**config.mk**
```make
export PLATFORM = sky130hd
export DESIGN_NAME = demux32_buf_flat
export DESIGN_NICKNAME = d
export VERILOG_FILES = /design/src/rtl/demux32_buf_if.sv /design/src/rtl/demux32_buf.sv /design/src/flat_wrapper.sv
export SDC_FILE = /design/constraint.sdc
export NUM_CORES = 1
export LEC_CHECK = 0
export CAP_MARGIN = 25
export CORE_MARGIN = 10
export CORE_UTILIZATION = 50
export DETAILED_ROUTE_END_ITERATION = 16
export GPL_TIMING_DRIVEN = 0
export PLACE_DENSITY = 0.86
export SLEW_MARGIN = 0
export SYNTH_ARGS = -nofsm -noshare
export SYNTH_HDL_FRONTEND = slang
export SYNTH_SLANG_ARGS = --single-unit
export TNS_END_PERCENT = 5
```
**constraint.sdc**
```tcl
create_clock -name clk -period 1.9 [get_ports clk]
set_input_delay 0.38 -clock clk [delete_from_list [all_inputs] [get_ports clk]]
set_output_delay 0.38 -clock clk [all_outputs]
set_load 0.03 [all_outputs]
```
**src/rtl/demux32_buf_if.sv**
```systemverilog
`default_nettype none
// +-----------------------------------------------------------------------------+
// | demux32_buf_if : source/sink handshake bundle for demux32_buf               |
// | Rev 1.0                                                                     |
// +-----------------------------------------------------------------------------+
interface demux32_buf_if #(
    parameter int WIDTH = 32,
    parameter int CNT_W = 16
);
    logic [WIDTH-1:0] in;
    logic             s;
    logic             in_valid;
    logic             in_ready;
    logic [WIDTH-1:0] out1;
    logic             out1_valid;
    logic             out1_ready;
    logic [WIDTH-1:0] out2;
    logic             out2_valid;
    logic             out2_ready;
    logic [CNT_W-1:0] cnt1;
    logic [CNT_W-1:0] cnt2;

    modport master (
        output in, s, in_valid, out1_ready, out2_ready,
        input  in_ready, out1, out1_valid, out2, out2_valid, cnt1, cnt2
    );

    modport slave (
        input  in, s, in_valid, out1_ready, out2_ready,
        output in_ready, out1, out1_valid, out2, out2_valid, cnt1, cnt2
    );
endinterface
`default_nettype wire

```
**src/rtl/demux32_buf.sv**
```systemverilog
`default_nettype none
// +-----------------------------------------------------------------------------+
// | demux32_buf : 1-to-2 demultiplexer with a 2-entry FIFO and a saturating     |
// |               accepted-word counter per output channel                      |
// | Rev 1.0                                                                     |
// +-----------------------------------------------------------------------------+
module demux32_buf #(
    parameter int WIDTH = 32,
    parameter int CNT_W = 16
) (
    input  wire logic     clk,
    input  wire logic     rst_n,
    demux32_buf_if.slave  bus
);

    localparam logic [1:0] C_OCC_EMPTY = 2'd0;
    localparam logic [1:0] C_OCC_ONE   = 2'd1;
    localparam logic [1:0] C_OCC_FULL  = 2'd2;

    // Index 0 is channel 1, index 1 is channel 2. head holds the oldest entry.
    logic [WIDTH-1:0] head_q [2];
    logic [WIDTH-1:0] head_d [2];
    logic [WIDTH-1:0] tail_q [2];
    logic [WIDTH-1:0] tail_d [2];
    logic [1:0]       occ_q  [2];
    logic [1:0]       occ_d  [2];
    logic [CNT_W-1:0] cnt_q  [2];
    logic [CNT_W-1:0] cnt_d  [2];

    logic [1:0] w_sel_occ;
    logic       w_in_ready;
    logic [1:0] w_push;
    logic [1:0] w_pop;
    logic [1:0] w_out_ready;

    always_comb begin
        w_out_ready = {bus.out2_ready, bus.out1_ready};
        w_sel_occ   = bus.s ? occ_q[1] : occ_q[0];
        // Readiness depends only on stored occupancy so a full channel never
        // accepts in the same cycle it drains.
        w_in_ready  = rst_n && (w_sel_occ != C_OCC_FULL);
        w_push[0]   = bus.in_valid && w_in_ready && !bus.s;
        w_push[1]   = bus.in_valid && w_in_ready &&  bus.s;
        w_pop[0]    = rst_n && (occ_q[0] != C_OCC_EMPTY) && w_out_ready[0];
        w_pop[1]    = rst_n && (occ_q[1] != C_OCC_EMPTY) && w_out_ready[1];
    end

    always_comb begin
        for (int ch = 0; ch < 2; ch++) begin
            head_d[ch] = head_q[ch];
            tail_d[ch] = tail_q[ch];
            occ_d[ch]  = occ_q[ch];
            cnt_d[ch]  = cnt_q[ch];

            case (occ_q[ch])
                C_OCC_EMPTY: begin
                    if (w_push[ch]) begin
                        head_d[ch] = bus.in;
                        occ_d[ch]  = C_OCC_ONE;
                    end
                end
                C_OCC_ONE: begin
                    if (w_push[ch] && w_pop[ch]) begin
                        head_d[ch] = bus.in;
                    end else if (w_push[ch]) begin
                        tail_d[ch] = bus.in;
                        occ_d[ch]  = C_OCC_FULL;
                    end else if (w_pop[ch]) begin
                        // head keeps the departed word so the output holds its last value
                        occ_d[ch]  = C_OCC_EMPTY;
                    end
                end
                default: begin
                    if (w_pop[ch]) begin
                        head_d[ch] = tail_q[ch];
                        occ_d[ch]  = C_OCC_ONE;
                    end
                end
            endcase

            if (w_push[ch] && (cnt_q[ch] != {CNT_W{1'b1}})) begin
                cnt_d[ch] = cnt_q[ch] + CNT_W'(1);
            end
        end
    end

    always_ff @(posedge clk) begin
        if (!rst_n) begin
            for (int ch = 0; ch < 2; ch++) begin
                head_q[ch] <= '0;
                tail_q[ch] <= '0;
                occ_q[ch]  <= C_OCC_EMPTY;
                cnt_q[ch]  <= '0;
            end
        end else begin
            for (int ch = 0; ch < 2; ch++) begin
                head_q[ch] <= head_d[ch];
                tail_q[ch] <= tail_d[ch];
                occ_q[ch]  <= occ_d[ch];
                cnt_q[ch]  <= cnt_d[ch];
            end
        end
    end

    assign bus.in_ready   = w_in_ready;
    assign bus.out1       = head_q[0];
    assign bus.out1_valid = (occ_q[0] != C_OCC_EMPTY);
    assign bus.out2       = head_q[1];
    assign bus.out2_valid = (occ_q[1] != C_OCC_EMPTY);
    assign bus.cnt1       = cnt_q[0];
    assign bus.cnt2       = cnt_q[1];

endmodule
`default_nettype wire

```
**src/flat_wrapper.sv**
```systemverilog
// flat-port wrapper written by rule: the top's interface ports become plain ports
module demux32_buf_flat 
#(
    parameter int WIDTH = 32,
    parameter int CNT_W = 16
)
  (clk, rst_n, bus_in, bus_s, bus_in_valid, bus_out1_ready, bus_out2_ready, bus_in_ready, bus_out1, bus_out1_valid, bus_out2, bus_out2_valid, bus_cnt1, bus_cnt2);
  demux32_buf_if #(.WIDTH(WIDTH), .CNT_W(CNT_W)) bus_i ();
  input  wire logic clk;
  input  wire logic rst_n;
  input wire logic [$bits(bus_i.in)-1:0] bus_in;
  input wire logic [$bits(bus_i.s)-1:0] bus_s;
  input wire logic [$bits(bus_i.in_valid)-1:0] bus_in_valid;
  input wire logic [$bits(bus_i.out1_ready)-1:0] bus_out1_ready;
  input wire logic [$bits(bus_i.out2_ready)-1:0] bus_out2_ready;
  output wire logic [$bits(bus_i.in_ready)-1:0] bus_in_ready;
  output wire logic [$bits(bus_i.out1)-1:0] bus_out1;
  output wire logic [$bits(bus_i.out1_valid)-1:0] bus_out1_valid;
  output wire logic [$bits(bus_i.out2)-1:0] bus_out2;
  output wire logic [$bits(bus_i.out2_valid)-1:0] bus_out2_valid;
  output wire logic [$bits(bus_i.cnt1)-1:0] bus_cnt1;
  output wire logic [$bits(bus_i.cnt2)-1:0] bus_cnt2;
  assign bus_i.in = bus_in;
  assign bus_i.s = bus_s;
  assign bus_i.in_valid = bus_in_valid;
  assign bus_i.out1_ready = bus_out1_ready;
  assign bus_i.out2_ready = bus_out2_ready;
  assign bus_in_ready = bus_i.in_ready;
  assign bus_out1 = bus_i.out1;
  assign bus_out1_valid = bus_i.out1_valid;
  assign bus_out2 = bus_i.out2;
  assign bus_out2_valid = bus_i.out2_valid;
  assign bus_cnt1 = bus_i.cnt1;
  assign bus_cnt2 = bus_i.cnt2;
  demux32_buf #(.WIDTH(WIDTH), .CNT_W(CNT_W)) u_core (.clk(clk), .rst_n(rst_n), .bus(bus_i));
endmodule
```
==> flow_metrics.env, run 1 <==
export IMPL_run_status="complete, but fails checks"
export IMPL_violations="setup timing"
export IMPL_critPathKind="register to output pin"
export IMPL_end_kind="output pin"
export IMPL_syn_nets=830
export IMPL_synth_async_sr_flop_share_pct=0
export IMPL_dieWidth_um=138
export IMPL_arrival_ns=1.52
export IMPL_antenna_found_initial=1
export IMPL_hold_violations=0
export IMPL_crit_path_end="bus_in_ready"
export IMPL_globalRouteTotalUtil_pct=20.8
export IMPL_instances_no_fill=1139
export IMPL_ant_nets=0
export IMPL_synthFlopType="dfxtp_1"
export IMPL_postPlaceCellArea_mm2=0.00852
export IMPL_overflow=0
export IMPL_initial_core_util_pct=50.6
export IMPL_layout_setup_ws_ns=-0.00295
export IMPL_ys_ff_latch=164
export IMPL_clk_path_buf_depth=2
export IMPL_avgSynthCellArea_um2=8.79
export IMPL_dp_hpwl_mm=14.1
export IMPL_cts_hold_buf=0
export IMPL_routedWlPerCell_um=17.4
export IMPL_tightest_slew_ns=0.760
export IMPL_hold_ws_ns=0.326
export IMPL_drive_gt1_share_pct=8.66
export IMPL_portBuffers=135
export IMPL_viasPerCell=5.67
export IMPL_finalPower_mw=7.64
export IMPL_yosysWarningCount=0
export IMPL_syn_instance_count=790
export IMPL_min_path_type="input pin to register"
export IMPL_die_area_mm2=0.0190
export IMPL_reg2reg_to="u_core.head_q[0][26]$_SDFFE_PN0P_"
export IMPL_cts_buffers=17
export IMPL_critical_path_required_ns=1.52
export IMPL_insertion_delay_ns=0.43
export IMPL_fillers=1097
export IMPL_cts_clk_slew_worst_paths_ns=0.07
export IMPL_p_per_area_mw_per_mm2=836
export IMPL_r2r_start="u_core.occ_q[0][1]$_SDFFE_PN0P_"
export IMPL_grt_setup_unrepaired="true"
export IMPL_rows=43
export IMPL_htreeDepth=4
export IMPL_drc_errors=0
export IMPL_cts_root_buf="clkbuf_16"
export IMPL_report_final_setup_viol=1
export IMPL_leakagePower_nw=3.22
export IMPL_grt_pass1_vias=6143
export IMPL_grt_pass1_wl_mm=31.5
export IMPL_final_cell_mix="164 x dfxtp_1, 157 x nand2_1, 96 x clkdlybuf4s50_1, 82 x mux2i_1, 80 x a21oi_1"
export IMPL_via_count=6459
export IMPL_syn_area_mm2=0.00695
export IMPL_area_growth_syn_to_layout_pct=31.6
export IMPL_cp_start_kind="register"
export IMPL_placed_cells=1105
export IMPL_min_period_over_period_pct=100
export IMPL_grt_max_degree=17
export IMPL_nNetsFinal=985
export IMPL_drt_initial_drc_count=429
export IMPL_maxCapViolCount=0
export IMPL_totalWireLength_mm=19.9
export IMPL_maxSlewViolCount=0
export IMPL_crit_fanout=5
export IMPL_place_congestion=0.852
export IMPL_clock_fmax_mhz=526
export IMPL_relSlewSlack_pct=49.4
export IMPL_r2r_setup_slack_ns=0.12
export IMPL_cts_tree="yes"
export IMPL_chipHeight_um=138
export IMPL_synth_edf_count=0
export IMPL_coreArea_mm2=0.0137
export IMPL_irDropWorstVdd_mv=0.574
export IMPL_synthDistinctLibCells=51
export IMPL_reg2reg_depth=6
export IMPL_io_pins=137
export IMPL_layout_commonest_cell="dfxtp_1"
export IMPL_clock_sinks=164
export IMPL_min_period_ns=1.90
export IMPL_fin_area_mm2=0.00914
export IMPL_ys_seq_area_share_pct=47.3
export IMPL_startpoint="u_core.occ_q[0][2]$_SDFFE_PN0P_"
export IMPL_fin_skew_ns=0.0101
export IMPL_firstDrtPassIters=5
-- through the flow --
step           setup TNS (ns)  setup WS [ns]  utilization, %
6_report             -0.00295       -0.00295            66.6
5_1_grt                -0.277        -0.0415            66.6
4_1_cts                -0.135        -0.0510            66.3
3_5_place_dp           -63.85         -0.604            62.1
3_3_place_gp           -57.01         -0.472            62.1
2_1_floorplan               0          0.124               -
-- cells by family after synthesis --
logic type / count (synthesis) / share of synthesized area (%)
mux: 83 / 12.0
fa+ha+maj: 2 / 0.360
flops: 164 / 47.3
buf+inv: 64 / 3.94
simple gates: 301 / 20.0
compound gates: 176 / 16.4
-- critical path, cell delays in order, from the launching register on --
cell	delay [ns]
dfxtp_1	0.38
nand2b_1	0.23
mux2i_1	0.11
nor2_1	0.14
buf_2	0.23
-- flip-flops by register name, indices dropped and copies added, names as in the netlist --
| name | flops |
|---|---|
| u_core.head_q | 64 |
| u_core.tail_q | 64 |
| u_core.cnt_q | 32 |
| u_core.occ_q | 4 |
-- timing repair --
| item | in CTS | in global routing |
|---|---|---|
| gates cloned | 0 | 0 |
| resized for setup | 50 | 32 |
| buffers inserted | 1 | 0 |
| hold endpoints to repair | 0 | 0 |
| endpoints found under the setup margin | 113 | 121 |
-- routing by layer --
layer	wire (um)	track usage, %
met1	8370	25.4
met2	9670	34.4
met3	1370	5.18
met4	447	8.63
met5	0	0
-- Yosys cell counts (2+ instances only) --
cell      instances  area share [%]
and2_1            2            0.18
nor3b_2           2            0.36
and4_1            6            0.76
nand2b_1          8            0.72
dfxtp_1         164              47
o31ai_1           9            0.97
ha_1              2            0.36
a211oi_1         65             7.0
nand2_1         157             8.5
or3_1             4            0.36
nor4_1            7            0.63
nand4_1          11            0.99
and3_1            2            0.18
o21ai_0           6            0.43
buf_2            12            0.86
buf_6             2            0.32
o311ai_0          3            0.38
o211ai_1          4            0.43
o41ai_1           3            0.38
nor4b_1           2            0.25
nor2_1           67             3.6
or4_1             8            0.86
nor4_2            2            0.36
clkbuf_1         40             2.2
nand3_1           8            0.58
inv_1             7            0.38
nor3_1            3            0.22
mux2i_1          82              12
a21oi_1          80             5.8
-- where the power goes --
group / leakage (nW) / switching (mW) / internal [mW]
Sequential: 1.33 / 0.0523 / 3.52
Combinational: 1.62 / 0.469 / 0.313
Clock: 0.274 / 1.45 / 1.83
Total: 3.22 / 1.97 / 5.67
-- layout make-up --
class | instances | area [um^2] | area share, %
Sequential cell | 164 | 3280 | 35.9
Inverter | 8 | 30.0 | 0.328
Antenna cell | 1 | 2.50 | 0.0274
Tap cell | 180 | 225 | 2.46
Clock inverter | 11 | 88.8 | 0.972
Clock buffer | 21 | 480 | 5.26
Timing Repair Buffer | 136 | 1340 | 14.7
Multi-Input combinational cell | 562 | 3420 | 37.4
Buffer | 56 | 270 | 2.96
-- worst min-delay path by stage --
stage,start,endpoint,slack (ns),cells after the start
2_1_floorplan,u_core.tail_q[0][0]$_SDFFE_PN0P_,u_core.tail_q[0][0]$_SDFFE_PN0P_,0.44,2
3_3_place_gp,u_core.tail_q[0][22]$_SDFFE_PN0P_,u_core.tail_q[0][22]$_SDFFE_PN0P_,0.44,2
3_5_place_dp,u_core.tail_q[0][7]$_SDFFE_PN0P_,u_core.tail_q[0][7]$_SDFFE_PN0P_,0.45,2
4_1_cts,rst_n,u_core.cnt_q[0][28]$_SDFFE_PN0P_,0.32,3
5_1_grt,rst_n,u_core.cnt_q[0][28]$_SDFFE_PN0P_,0.33,3
6_report,rst_n,u_core.cnt_q[0][28]$_SDFFE_PN0P_,0.33,3
No activity file was read; power rests on OpenSTA's default activity.
==> inputs of run 2 (changes only) <==
- REMOVE_ABC_BUFFERS: default -> 1
==> run 2 against run 1 <==
  * The run now ends clean
  * Clock power rose by 13%
  * Final cell count fell by 2.8%
  * Register-to-register slack got worse by 0.04 ns
  * Core utilization rose by 2.0 points
  * Sequential cell count did not move
==> flow_metrics.env, run 2 (synthesis results as in run 1) <==
export IMPL_leakagePower_nw=3.36
export IMPL_min_from="rst_n"
export IMPL_run_status="finished clean"
export IMPL_path_cells="clkdlybuf4s50_1"
export IMPL_dp_hpwl_mm=12.5
export IMPL_fin_area_mm2=0.00942
export IMPL_end_kind="output pin"
export IMPL_num_antenna_cells=0
export IMPL_arrival_ns=1.49
export IMPL_via_count=6300
export IMPL_critical_path_required_ns=1.52
export IMPL_cts_hold_buf=0
export IMPL_min_period_over_period_pct=98.5
export IMPL_area_growth_syn_to_layout_pct=35.6
export IMPL_slowest_stage="clkdlybuf4s50_1"
export IMPL_finalPower_mw=8.07
export IMPL_fin_skew_ns=0.00861
export IMPL_crit_fanout=2
export IMPL_worstPathBufferInverterCount=1
export IMPL_nNetsFinal=954
export IMPL_r2r_start="u_core.cnt_q[0][22]$_SDFFE_PN0P_"
export IMPL_drive_gt1_share_pct=8.95
export IMPL_clock_sinks=164
export IMPL_dp_slack_ns=-1.27
export IMPL_viasPerCell=5.69
export IMPL_routedWlPerCell_um=17.7
export IMPL_maxSlewViolCount=0
export IMPL_irDropWorstVdd_mv=0.688
export IMPL_report_final_setup_viol=0
export IMPL_insertion_delay_ns=0.43
export IMPL_totalWireLength_mm=19.6
export IMPL_dieWidth_um=138
export IMPL_overflow=0
export IMPL_coreArea_mm2=0.0137
export IMPL_grt_max_degree=130
export IMPL_place_congestion=0.772
export IMPL_cts_clk_slew_worst_paths_ns=0.06
export IMPL_drt_initial_drc_count=399
export IMPL_startpoint="u_core.head_q[0][62]$_SDFFE_PN0P_"
export IMPL_die_area_mm2=0.0190
export IMPL_hold_violations=0
export IMPL_initial_core_util_pct=50.6
export IMPL_grt_pass1_wl_mm=30.3
export IMPL_crit_family="buffers and inverters"
export IMPL_cts_buffers=17
export IMPL_grt_setup_unrepaired="true"
export IMPL_firstDrtPassIters=5
export IMPL_drc_errors=0
export IMPL_min_period_ns=1.87
export IMPL_cpPeakStageDelay_ns=0.70
export IMPL_cp_start_kind="register"
export IMPL_final_cell_mix="161 x dfxtp_1, 157 x nand2_1, 91 x clkdlybuf4s50_1, 82 x mux2i_1, 80 x a21oi_1"
export IMPL_rows=43
export IMPL_globalRouteTotalUtil_pct=19.8
export IMPL_tightest_slew_ns=0.679
export IMPL_relSlewSlack_pct=54.7
export IMPL_chipHeight_um=138
export IMPL_clock_fmax_mhz=535
export IMPL_htreeDepth=4
export IMPL_layout_setup_ws_ns=0.0292
export IMPL_layout_commonest_cell="dfxtp_1"
export IMPL_postPlaceCellArea_mm2=0.00863
export IMPL_io_pins=137
export IMPL_critPathKind="register to output pin"
export IMPL_p_per_area_mw_per_mm2=857
export IMPL_largestRegisters="u_core.head_q: 64 flops, u_core.tail_q: 64 flops, u_core.cnt_q: 32 flops"
export IMPL_portBuffers=136
export IMPL_tns_ns=0
export IMPL_clk_path_buf_depth=2
export IMPL_maxCapViolCount=0
export IMPL_min_path_type="input pin to register"
export IMPL_cts_root_buf="clkbuf_16"
export IMPL_antenna_found_initial=0
export IMPL_ant_nets=0
export IMPL_cts_tree="yes"
export IMPL_grt_pass1_vias=5939
==> run 2: cell types whose count changed in the layout (fill, tap and decap cells not counted), sizes merged, moves of 2 or more <==
cell,delta
clkbuf,-36
clkdlybuf4s50,-5
dlymetal6s2s,+5
inv,-5
buf,+3
bufinv,+4
clkinvlp,+2
==> run 2: metrics by stage <==
step                utilization (%)  hold WS, ns  instances
CTS                            68.0        0.456       1100
floorplan                         -        0.436        734
global route                   68.7        0.341       1107
finish                         68.7        0.345       1107
detailed placement             62.9        0.446       1063
global placement               60.4        0.441       1050
==> run 2: per-layer routing <==
layer	wire [um]	track usage (%)	up-vias
met5	0	0	-
met4	180	5.74	0
met3	1650	6.99	16
met2	9440	32.8	179
met1	8360	23.8	3029
li1	-	-	3076
==> run 2: final cells by class <==
| class | count | area [um^2] |
|---|---|---|
| clock buffers | 21 | 470 |
| repair buffers | 159 | 1760 |
| well taps | 180 | 225 |
| fillers | 1080 | 4300 |
| clock inverters | 11 | 175 |
| multi-input cells | 564 | 3460 |
| flip-flops and latches | 164 | 3290 |
| inverters | 8 | 35.0 |
==> run 2: what timing repair did <==
action	4_1_cts	5_1_grt
cloned	1	1
pin swaps	14	5
gates resized for setup	49	20
buffers inserted	4	6
endpoints found under the setup margin	194	91
==> run 2: path summary, 6_finish.rpt <==
kind	end	slack (ns)	depth (start not counted)
worst max-delay path	bus_out2[30]	0.03	1
worst min-delay path	u_core.cnt_q[0][9]$_SDFFE_PN0P_	0.34	3
worst max register to register	u_core.cnt_q[0][28]$_SDFFE_PN0P_	0.08	4
worst min register to register	u_core.tail_q[0][40]$_SDFFE_PN0P_	0.45	2
==> run 2: power by group <==
group          internal (mW)  switching [mW]  total (mW)
clock                   2.31            1.41        3.72
combinational          0.329           0.452       0.781
sequential              3.52          0.0518        3.57
==> inputs of run 3 (changes only) <==
- CORE_MARGIN: 10 -> 1.5
- SLEW_MARGIN: 0 -> 10
==> run 3 against run 2 <==
  * Non-clock buffer count did not move
  * Via count fell by 1.2%
  * Maximum frequency fell by 1.4%
  * Hold slack got worse by 0.056 ns
  * Die area fell by 23%
  * Setup slack got worse by 0.027 ns
  * Largest cell class unchanged
==> flow_metrics.env, run 3 (synthesis results as in run 1) <==
export IMPL_dp_slack_ns=-1.46
export IMPL_drc_errors=0
export IMPL_hold_violations=0
export IMPL_crit_fanout=8
export IMPL_largestRegisters="u_core.head_q: 64 flops, u_core.tail_q: 64 flops, u_core.cnt_q: 32 flops"
export IMPL_cts_root_buf="clkbuf_16"
export IMPL_viasPerCell=5.67
export IMPL_rows=42
export IMPL_grt_pass1_vias=5911
export IMPL_grt_pass1_wl_mm=29.5
export IMPL_dieWidth_um=121
export IMPL_portBuffers=136
export IMPL_chipHeight_um=121
export IMPL_grt_max_degree=53
export IMPL_maxSlewViolCount=0
export IMPL_tns_ns=0
export IMPL_run_status="finished clean"
export IMPL_critical_path_required_ns=2.21
export IMPL_routedWlPerCell_um=16.6
export IMPL_clock_sinks=164
export IMPL_min_period_ns=1.90
export IMPL_globalRouteTotalUtil_pct=25.5
export IMPL_io_pins=137
export IMPL_die_area_mm2=0.0146
export IMPL_dp_hpwl_mm=11.7
export IMPL_relSlewSlack_pct=54.3
export IMPL_hold_ws_ns=0.289
export IMPL_clk_path_buf_depth=2
export IMPL_place_congestion=0.829
export IMPL_initial_core_util_pct=51.8
export IMPL_ant_nets=0
export IMPL_cp_start_kind="input pin"
export IMPL_cts_tree="yes"
export IMPL_cts_clk_slew_worst_paths_ns=0.06
export IMPL_via_count=6226
export IMPL_end_kind="register"
export IMPL_arrival_ns=2.21
export IMPL_maxCapViolCount=0
export IMPL_nNetsFinal=952
export IMPL_antenna_found_initial=0
export IMPL_cts_buffers=17
export IMPL_coreArea_mm2=0.0134
export IMPL_drt_initial_drc_count=406
export IMPL_drive_gt1_share_pct=8.67
export IMPL_min_path_type="input pin to register"
export IMPL_layout_commonest_cell="dfxtp_1"
export IMPL_insertion_delay_ns=0.42
export IMPL_num_antenna_cells=0
export IMPL_finalPower_mw=7.77
export IMPL_p_per_area_mw_per_mm2=830
export IMPL_postPlaceCellArea_mm2=0.00866
export IMPL_htreeDepth=4
export IMPL_critPathKind="input pin to register"
export IMPL_firstDrtPassIters=5
export IMPL_report_final_setup_viol=0
export IMPL_grt_setup_unrepaired="true"
export IMPL_fin_skew_ns=0.00454
export IMPL_leakagePower_nw=3.31
export IMPL_layout_setup_ws_ns=0.00183
export IMPL_tightest_slew_ns=0.679
export IMPL_irDropWorstVdd_mv=0.762
export IMPL_min_period_over_period_pct=99.9
export IMPL_overflow=0
export IMPL_clock_fmax_mhz=527
export IMPL_totalWireLength_mm=18.3
export IMPL_fin_area_mm2=0.00936
export IMPL_final_cell_mix="162 x dfxtp_1, 157 x nand2_1, 96 x clkdlybuf4s50_1, 81 x mux2i_1, 80 x a21oi_1"
export IMPL_area_growth_syn_to_layout_pct=34.8
run 3: changes by cell type in the layout (fill, tap and decap cells not counted), sizes merged, moves of 2 or more:
cell	delta
buf	-2
clkinv	+3
dlymetal6s2s	-2
dlygate4sd2	-3
clkinvlp	-3
clkdlybuf4s50	+5
run 3: routing by layer:
metal | routed length [um] | GRT usage [%] | part of all wire, % | up-vias
met5 | 0 | 0 | 0 | -
met4 | 329 | 8.01 | 1.8 | 0
met3 | 1040 | 6.86 | 5.7 | 30
met2 | 8820 | 42.5 | 48 | 202
met1 | 8070 | 32.3 | 44 | 2933
li1 | - | - | - | 3061
run 3: through the flow:
stage,utilization [%],cells
floorplan,-,734
global placement,61.8,1046
detailed placement,64.6,1062
CTS,69.5,1098
global route,69.9,1099
finish,69.9,1099
run 3: repair_timing:
action | in CTS | in global routing
hold buffers | 0 | 0
pin swaps | 2 | 3
buffers inserted | 5 | 1
gates resized for setup | 50 | 22
gates cloned | 1 | 0
endpoints found under the setup margin | 193 | 55
run 3: layout make-up:
cell class              instances  area [um^2]
flip-flops and latches        164         3290
fillers                      1039         4040
inverters                       8         42.5
well taps                     176          220
multi-input cells             562         3460
clock buffers                  20          447
repair buffers                159         1770
clock inverters                10          134
run 3: power breakdown:
part / switching, mW / internal (mW) / leakage (nW)
clock: 1.34 / 2.08 / 0.281
combinational: 0.446 / 0.336 / 1.70
sequential: 0.0519 / 3.52 / 1.33
total: 1.84 / 5.93 / 3.31
run 3: worst max-delay path: stages:
cell and delay, ns:
clkdlybuf4s50_1 0.55, and3_2 0.26, nand4_1 0.28, or4_1 0.52, o211a_1 0.22
run 3: final timing paths:
check	to	cells past startpoint	slack [ns]	start
max	u_core.cnt_q[0][31]$_SDFFE_PN0P_	5	0.002	bus_in_valid
min reg2reg	u_core.tail_q[0][58]$_SDFFE_PN0P_	2	0.45	u_core.tail_q[0][58]$_SDFFE_PN0P_
max reg2reg	u_core.cnt_q[0][31]$_SDFFE_PN0P_	4	0.07	u_core.cnt_q[0][18]$_SDFFE_PN0P_
min	u_core.occ_q[0][2]$_SDFFE_PN0P_	2	0.29	rst_n
